$ cat config.mk
export PLATFORM = sky130hd
export DESIGN_NAME = fifo_wr_stream
export DESIGN_NICKNAME = d
export VERILOG_FILES = /design/src/rtl/fifo_wr_stream.sv
export SDC_FILE = /design/constraint.sdc
export NUM_CORES = 1
export LEC_CHECK = 0
export CAP_MARGIN = 20
export CORE_AREA = 4 4 69 71
export CTS_CLUSTER_DIAMETER = 40
export DETAILED_ROUTE_END_ITERATION = 10
export DIE_AREA = 0 0 73 75
export GPL_ROUTABILITY_DRIVEN = 0
export PLACE_DENSITY = 0.76
export SLEW_MARGIN = 40
export SYNTH_ARGS = -nofsm -noshare
export SYNTH_HDL_FRONTEND = slang
export SYNTH_SLANG_ARGS = --single-unit
$ cat constraint.sdc
create_clock -name w_clk -period 1.92 [get_ports w_clk]
set_input_delay 0.192 -clock w_clk [delete_from_list [all_inputs] [get_ports w_clk]]
set_output_delay 0.192 -clock w_clk [all_outputs]
set_load 0.02 [all_outputs]
$ cat src/rtl/fifo_wr_stream.sv
`default_nettype none
// ============================================================================
// Module   : fifo_wr_stream
// Brief    : Async-FIFO write-side producer: valid/ready stream into a 2-entry
//            skid buffer, drained through winc/wdata while wfull is low.
//            Optional FIFO_WR_PKT_EN adds packet tracking (pkt_cnt/pkt_done).
// Revision : 1.0 - initial release
// ============================================================================
module fifo_wr_stream #(
    parameter int DATA_WIDTH = 8,
    parameter int CNT_WIDTH  = 16
) (
    input  logic                  w_clk,
    input  logic                  w_rst,
    input  logic                  s_valid,
    input  logic [DATA_WIDTH-1:0] s_data,
    input  logic                  s_last,
    output logic                  s_ready,
    output logic                  winc,
    output logic [DATA_WIDTH-1:0] wdata,
    input  logic                  wfull,
    output logic [CNT_WIDTH-1:0]  wr_words,
    output logic [CNT_WIDTH-1:0]  pkt_cnt,
    output logic                  pkt_done
);

    logic [1:0]            r_occ;
    logic                  r_s_ready;
    logic [DATA_WIDTH-1:0] r_data [2];
    logic [CNT_WIDTH-1:0]  r_wr_words;

    logic                  w_push;
    logic                  w_pop;
    logic [1:0]            w_occ_next;
    logic [1:0]            w_fill;
    logic                  w_wr_idx;
    logic                  w_unused_last;

    assign w_push     = s_valid && r_s_ready;
    assign w_pop      = (r_occ != 2'd0) && !wfull;
    assign w_occ_next = r_occ + 2'(w_push) - 2'(w_pop);

    // Slot for the incoming word after this cycle's pop has shifted entry 1
    // into the head; a push only happens with occ <= 1, so fill is 0 or 1.
    assign w_fill   = r_occ - 2'(w_pop);
    assign w_wr_idx = w_fill[0];

    always_ff @(posedge w_clk or negedge w_rst) begin
        if (!w_rst) begin
            r_occ      <= 2'd0;
            r_s_ready  <= 1'b0;
            r_wr_words <= '0;
        end else begin
            r_occ     <= w_occ_next;
            r_s_ready <= (w_occ_next != 2'd2);
            if (w_pop && (r_wr_words != {CNT_WIDTH{1'b1}})) begin
                r_wr_words <= r_wr_words + CNT_WIDTH'(1);
            end
        end
    end

    // Pop shifts entry 1 into the head; a same-cycle push into slot 0 wins.
    always_ff @(posedge w_clk or negedge w_rst) begin
        if (!w_rst) begin
            r_data[0] <= '0;
            r_data[1] <= '0;
        end else begin
            if (w_pop) begin
                r_data[0] <= r_data[1];
            end
            if (w_push) begin
                r_data[w_wr_idx] <= s_data;
            end
        end
    end

    assign s_ready  = r_s_ready;
    assign winc     = w_pop;
    assign wdata    = r_data[0];
    assign wr_words = r_wr_words;

`ifdef FIFO_WR_PKT_EN
    typedef enum logic [0:0] {
        ST_IDLE   = 1'b0,
        ST_IN_PKT = 1'b1
    } pkt_state_t;

    pkt_state_t           r_state;
    pkt_state_t           w_state_next;
    logic                 r_last [2];
    logic                 r_pkt_done;
    logic                 w_pkt_done_next;
    logic [CNT_WIDTH-1:0] r_pkt_cnt;

    always_ff @(posedge w_clk or negedge w_rst) begin
        if (!w_rst) begin
            r_last[0] <= 1'b0;
            r_last[1] <= 1'b0;
        end else begin
            if (w_pop) begin
                r_last[0] <= r_last[1];
            end
            if (w_push) begin
                r_last[w_wr_idx] <= s_last;
            end
        end
    end

    always_comb begin
        w_state_next    = r_state;
        w_pkt_done_next = w_pop && r_last[0];
        case (r_state)
            ST_IDLE: begin
                if (w_push && !s_last) begin
                    w_state_next = ST_IN_PKT;
                end
            end
            ST_IN_PKT: begin
                // A new multi-word packet starting this cycle keeps us in-packet.
                if (w_pop && r_last[0] && !(w_push && !s_last)) begin
                    w_state_next = ST_IDLE;
                end
            end
            default: w_state_next = ST_IDLE;
        endcase
    end

    always_ff @(posedge w_clk or negedge w_rst) begin
        if (!w_rst) begin
            r_state    <= ST_IDLE;
            r_pkt_done <= 1'b0;
            r_pkt_cnt  <= '0;
        end else begin
            r_state    <= w_state_next;
            r_pkt_done <= w_pkt_done_next;
            if (w_pkt_done_next && (r_pkt_cnt != {CNT_WIDTH{1'b1}})) begin
                r_pkt_cnt <= r_pkt_cnt + CNT_WIDTH'(1);
            end
        end
    end

    assign pkt_cnt       = r_pkt_cnt;
    assign pkt_done      = r_pkt_done;
    assign w_unused_last = 1'b0;
`else
    assign pkt_cnt       = '0;
    assign pkt_done      = 1'b0;
    assign w_unused_last = s_last;
`endif

endmodule
`default_nettype wire

==> results of run 1 <==
==> critical path: cells and delay by family <==
family / cells / cell delay, ns
buf+inv: 3 / 1.16
compound gates: 1 / 0.22
==> metal layers <==
metal  global-route usage [%]  vias to the layer above  wire [µm]
met5                        0                        -          0
met4                     7.17                        0         68
met1                     17.3                      647       1540
met2                     23.3                       28       1840
li1                         -                      641          -
met3                     2.94                        7        140
==> layout make-up <==
| type | instances | area share, % |
|---|---|---|
| clock buffers | 5 | 3.00 |
| clock inverters | 3 | 2.94 |
| inverters | 2 | 0.327 |
| multi-input cells | 126 | 34.7 |
| flip-flops and latches | 35 | 38.1 |
| well taps | 52 | 2.83 |
| repair buffers | 43 | 18.1 |
==> through the flow <==
stage                     setup slack [ns]  hold slack (ns)
after global placement              0.0961            0.468
final                                0.149            0.313
after floorplan                      0.217           -0.104
after CTS                            0.128            0.322
after detailed placement            0.0258            0.476
after global routing                0.0840            0.353
==> power by group <==
| part | internal [W] | switching [W] |
|---|---|---|
| logic | 0.000638 | 0.000685 |
| clock network | 0.000518 | 0.000271 |
| registers | 0.00102 | 0.000242 |
| total | 0.00217 | 0.00120 |
==> path summary, 6_finish.rpt <==
kind	from	to	slack [ns]	cells after the start
max	wfull	winc	0.15	4
min	w_rst	wr_words[11]$_DFFE_PN0P_	0.31	2
max reg2reg	wr_words[0]$_DFFE_PN0P_	wr_words[1]$_DFFE_PN0P_	0.23	5
min reg2reg	flip-flop	flip-flop	0.49	1
max in group asynchronous	w_rst	wr_words[15]$_DFFE_PN0P_	1.29	2
min in group w_clk	flip-flop	flip-flop	0.49	1
==> layout by cell type, fill, tap and decap left out, drive strengths merged, types with 2 or more instances in the layout <==
cell type	n
a21oi	4
a31oi	10
and3	5
and4	4
buf	6
bufinv	2
clkbuf	5
clkdlybuf4s50	37
conb	17
dfrtp	35
ha	2
inv	2
mux2	9
nand2	21
nand3	9
nand4	7
nor2	12
nor3	4
xnor2	10
xor2	4
==> cells by family (layout without fill, tap and decap cells) <==
kind of cell             after synthesis  in the layout
other                                  1             17
multiplexers                           9              9
adder cells (fa/ha/maj)                2              2
AO/OA/AOI/OAI                         18             18
buffers and inverters                 31             53
XOR/XNOR                              14             14
flip-flops                            35             35
AND/OR/NAND/NOR                       66             66
==> results_dict.tcl, run 1 <==
set metrics [dict create \
    status "finished, final reports clean" \
    syn_area_per_cell_um2 10.4 \
    cts_tree "done" \
    multi_input_area_um2 796 \
    vias_per_cell 4.97 \
    cp.required_ns 1.73 \
    numCtsBuffers 5 \
    grt_overflow 0 \
    clk_pin_slew_ns 0.07 \
    die_y_um 75 \
    final_nets 228 \
    muxShareOfSynthArea_pct 5.75 \
    core-area_um2 4230 \
    die_w_um 73 \
    worst_ep_arrival_time_ns 1.58 \
    num_io_pins 56 \
    rsz0062_at_grt "false" \
    finalHoldViolCount 0 \
    dp_hpwl_mm 2.67 \
    first_iter_violations 67 \
    drive_gt1_share_pct 10.7 \
    synth_top_area_cell "dfrtp_1" \
    tns_ns 0 \
    clk_path_buf_depth 2 \
    vias 1323 \
    drc 0 \
    synth_adder_area_share_pct 1.37 \
    cap_violations 0 \
    wl_per_cell_um 13.5 \
    period_needed_ns 1.77 \
    ys.warnings.count 0 \
    grt_pass1_wl_mm 5.88 \
    critPathMaxStageDelay_ns 0.61 \
    synthTopCellsByArea "dfrtp_1 48%, buf_4 11%, mux2_1 4.9%, xnor2_1 4.8%, nand2_1 4.3%" \
    irDropWorstVdd_mv 0.782 \
    synth_top_area_share_pct 47.9 \
    setup_violations 0 \
    placed_cells 258 \
    yosysSeqAreaShare_pct 47.9 \
    syn2layout_area_growth_pct 25.7 \
    cts.sinks 35 \
    row_count 24 \
    synth_compound_area_share_pct 6.85 \
    port_buffers 37 \
    ant_nets 0 \
    yosys.area_share.simple_pct 19.4 \
    first_pass_iters 5 \
    initial_core_util_pct 43.1 \
    crit_chain "clkdlybuf4s50_1, o21bai_4, inv_2, clkdlybuf4s50_1" \
    drt-total-wl_mm 3.59 \
    grt_max_degree 36 \
    grtUsageTotal_pct 14.1 \
    place_area_um2 2160 \
    cp_max_fo 4 \
    worstSetupPathType "in -> out" \
    synth_common_cells "35 x dfrtp_1, 26 x buf_4, 21 x nand2_1" \
    h-tree-depth 2 \
    grt_pass1_vias 1262 \
    worst_clock_skew_ns 0.00717 \
    regArea_um2 876 \
    critPathSlowestCell "clkdlybuf4s50_1" \
    power_density_nw_per_um2 1470 \
    design.die.area_um2 5480 \
    utilization_pct 54.2 \
    synth_xor_xnor_area_share_pct 6.71 \
    synth_edf_count 0 \
    total_power_w 0.00337 \
    cp_common_cell "clkdlybuf4s50_1" \
    synthArstFlopShare_pct 100 \
    synth_top_family_by_area "simple AND/OR/NAND/NOR gates" \
    yosysUniqueCellTypes 34 \
    antenna_found_initial 0 \
    cp-start-kind "input pin" \
    yosysMostFrequentCell "dfrtp_1" \
    netlist_area_um2 1830 \
    cts-resized-gates 0 \
    hold_buffers 0 \
    fin_cells 266 \
    root_buffer "clkbuf_8" \
    post_cts_buffers 0 \
    fmax_mhz 565 \
    ys_seq_elements 35 \
    slew_violations 0 \
    synthCells 176 \
    hold_path_class "in -> async" \
    n_antenna_cell 0 \
    setup.worst_path.end_class "output port" \
    finalCritPeriodShare_pct 92.3 \
    fill_cells 392 \
    leakagePower_nw 1.01 \
    synth_top_flop_cell "dfrtp_1" \
    clk_latency_ns 0.29 \
    design_area_um2 2300 \
]
No activity file was read; power rests on OpenSTA's default activity.
==> run 2: changes to the inputs <==
--- a/config.mk
+++ b/config.mk
@@ -16,3 +16,4 @@
 export SYNTH_ARGS = -nofsm -noshare
 export SYNTH_HDL_FRONTEND = slang
 export SYNTH_SLANG_ARGS = --single-unit
+export TNS_END_PERCENT = 100
==> results of run 2 <==
No change in the layout: final DEF, timing and power equal those of run 1.
==> run 3: changes to the inputs <==
--- a/config.mk
+++ b/config.mk
@@ -11,7 +11,7 @@
 export DETAILED_ROUTE_END_ITERATION = 10
 export DIE_AREA = 0 0 73 75
 export GPL_ROUTABILITY_DRIVEN = 0
-export PLACE_DENSITY = 0.76
+export PLACE_DENSITY = 0.83
 export SLEW_MARGIN = 40
 export SYNTH_ARGS = -nofsm -noshare
 export SYNTH_HDL_FRONTEND = slang
==> constraint.sdc (replaced) <==
create_clock -name w_clk -period 2 [get_ports w_clk]
set_input_delay 0.2 -clock w_clk [delete_from_list [all_inputs] [get_ports w_clk]]
set_output_delay 0.2 -clock w_clk [all_outputs]
set_load 0.02 [all_outputs]
==> run 3 against run 2 <==
Effect of this change: total power is 8.5% lower; first-iteration DRC count is 15% lower; utilization is 0.80 points lower; sequential cell count stayed put.
==> results_dict.tcl, run 3 (synthesis results as in run 1) <==
set metrics [dict create \
    status "finished, final reports clean" \
    worst_clock_skew_ns 0.00786 \
    die_w_um 73 \
    cp-start-kind "flip-flop" \
    design_area_um2 2260 \
    slew_violations 0 \
    setup.worst_path.end_class "output port" \
    finalHoldViolCount 0 \
    core-area_um2 4230 \
    h-tree-depth 2 \
    antenna_found_initial 0 \
    critPathMaxStageDelay_ns 0.56 \
    period_needed_ns 1.86 \
    drc 0 \
    r2r_end "s_ready$_DFF_PN0_" \
    worstSetupPathType "reg -> out" \
    regToRegSetupSlack_ns 0.25 \
    setup_violations 0 \
    grt_pass1_wl_mm 5.67 \
    rsz0062_at_grt "false" \
    irDropWorstVdd_mv 0.765 \
    numCtsBuffers 5 \
    n_antenna_cell 0 \
    critPathSlowestCell "clkdlybuf4s50_1" \
    clk_path_buf_depth 2 \
    clk_latency_ns 0.28 \
    ant_nets 0 \
    drt-total-wl_mm 3.40 \
    cpLargestDelayFamily "buffers and inverters" \
    cp.required_ns 1.80 \
    hold_ws_ns 0.327 \
    grt_overflow 0 \
    r2r_cells 8 \
    finalCritPeriodShare_pct 92.8 \
    clk_pin_slew_ns 0.07 \
    grt_max_degree 36 \
    drive_gt1_share_pct 9.91 \
    post_cts_buffers 0 \
    tns_ns 0 \
    reg2reg_from "r_occ[0]$_DFF_PN0_" \
    cp_num_buf_inv 2 \
    cts_tree "done" \
    hold_path_class "in -> async" \
    num_io_pins 56 \
    first_pass_iters 4 \
    grt_pass1_vias 1214 \
    layout.cells.most_common "clkdlybuf4s50_1" \
    port_buffers 37 \
    root_buffer "clkbuf_8" \
    cts-resized-gates 0 \
    mostFrequentLayoutCells "37 x clkdlybuf4s50_1, 35 x dfrtp_1, 21 x nand2_1" \
    initial_core_util_pct 43.1 \
    vias_per_cell 4.85 \
    dp_hpwl_mm 2.48 \
    crit_chain "o21bai_4, inv_2, clkdlybuf4s50_1" \
    final_nets 226 \
    wl_per_cell_um 12.9 \
    place_area_um2 2140 \
    worst_ep_arrival_time_ns 1.66 \
    cts.sinks 35 \
    first_iter_violations 57 \
    leakagePower_nw 0.995 \
    grtUsageTotal_pct 13.4 \
    hold_buffers 0 \
    vias 1280 \
    fmax_mhz 539 \
    design.die.area_um2 5480 \
    row_count 24 \
    die_y_um 75 \
    syn2layout_area_growth_pct 23.8 \
    cap_violations 0 \
    cp_max_fo 8 \
    total_power_w 0.00308 \
    power_density_nw_per_um2 1360 \
]
## run 3: how the worst max path moves through the flow
stage	startpoint	end	slack, ns	cells after the start
2_1_floorplan	r_occ[0]$_DFF_PN0_	s_ready$_DFF_PN0_	0.30	8
4_1_cts	r_occ[0]$_DFF_PN0_	winc	0.11	3
5_1_grt	r_occ[0]$_DFF_PN0_	winc	0.05	3
3_3_place_gp	wfull	s_ready$_DFF_PN0_	0.14	9
3_5_place_dp	wfull	s_ready$_DFF_PN0_	0.05	9
6_report	r_occ[0]$_DFF_PN0_	winc	0.14	3
## run 3: report_power, final
part | internal (W) | leakage, nW | switching (W)
clock network | 0.000403 | 0.0612 | 0.000243
registers | 0.000976 | 0.432 | 0.000227
logic | 0.000591 | 0.501 | 0.000644
## run 3: final cells by class
class,instances,area [µm²]
clock buffers,6,82.6
clock inverters,2,35.0
fillers,380,1970
inverters,2,7.51
multi-input cells,126,796
flip-flops and latches,35,876
well taps,52,65.1
repair buffers,41,400
## run 3: routing by layer
metal | up-vias | wire length, µm | global-route usage [%]
met4 | 0 | 64 | 5.12
met1 | 602 | 1490 | 17.3
li1 | 635 | - | -
met3 | 6 | 185 | 4.14
met2 | 37 | 1660 | 21.2
met5 | - | 0 | 0
## run 3: metrics by stage
step,cells,util (%),worst slack [ns]
3_3_place_gp,256,50.7,0.142
6_report,264,53.4,0.144
2_1_floorplan,192,-,0.297
4_1_cts,264,53.4,0.114
5_1_grt,264,53.4,0.0454
3_5_place_dp,256,50.7,0.0494
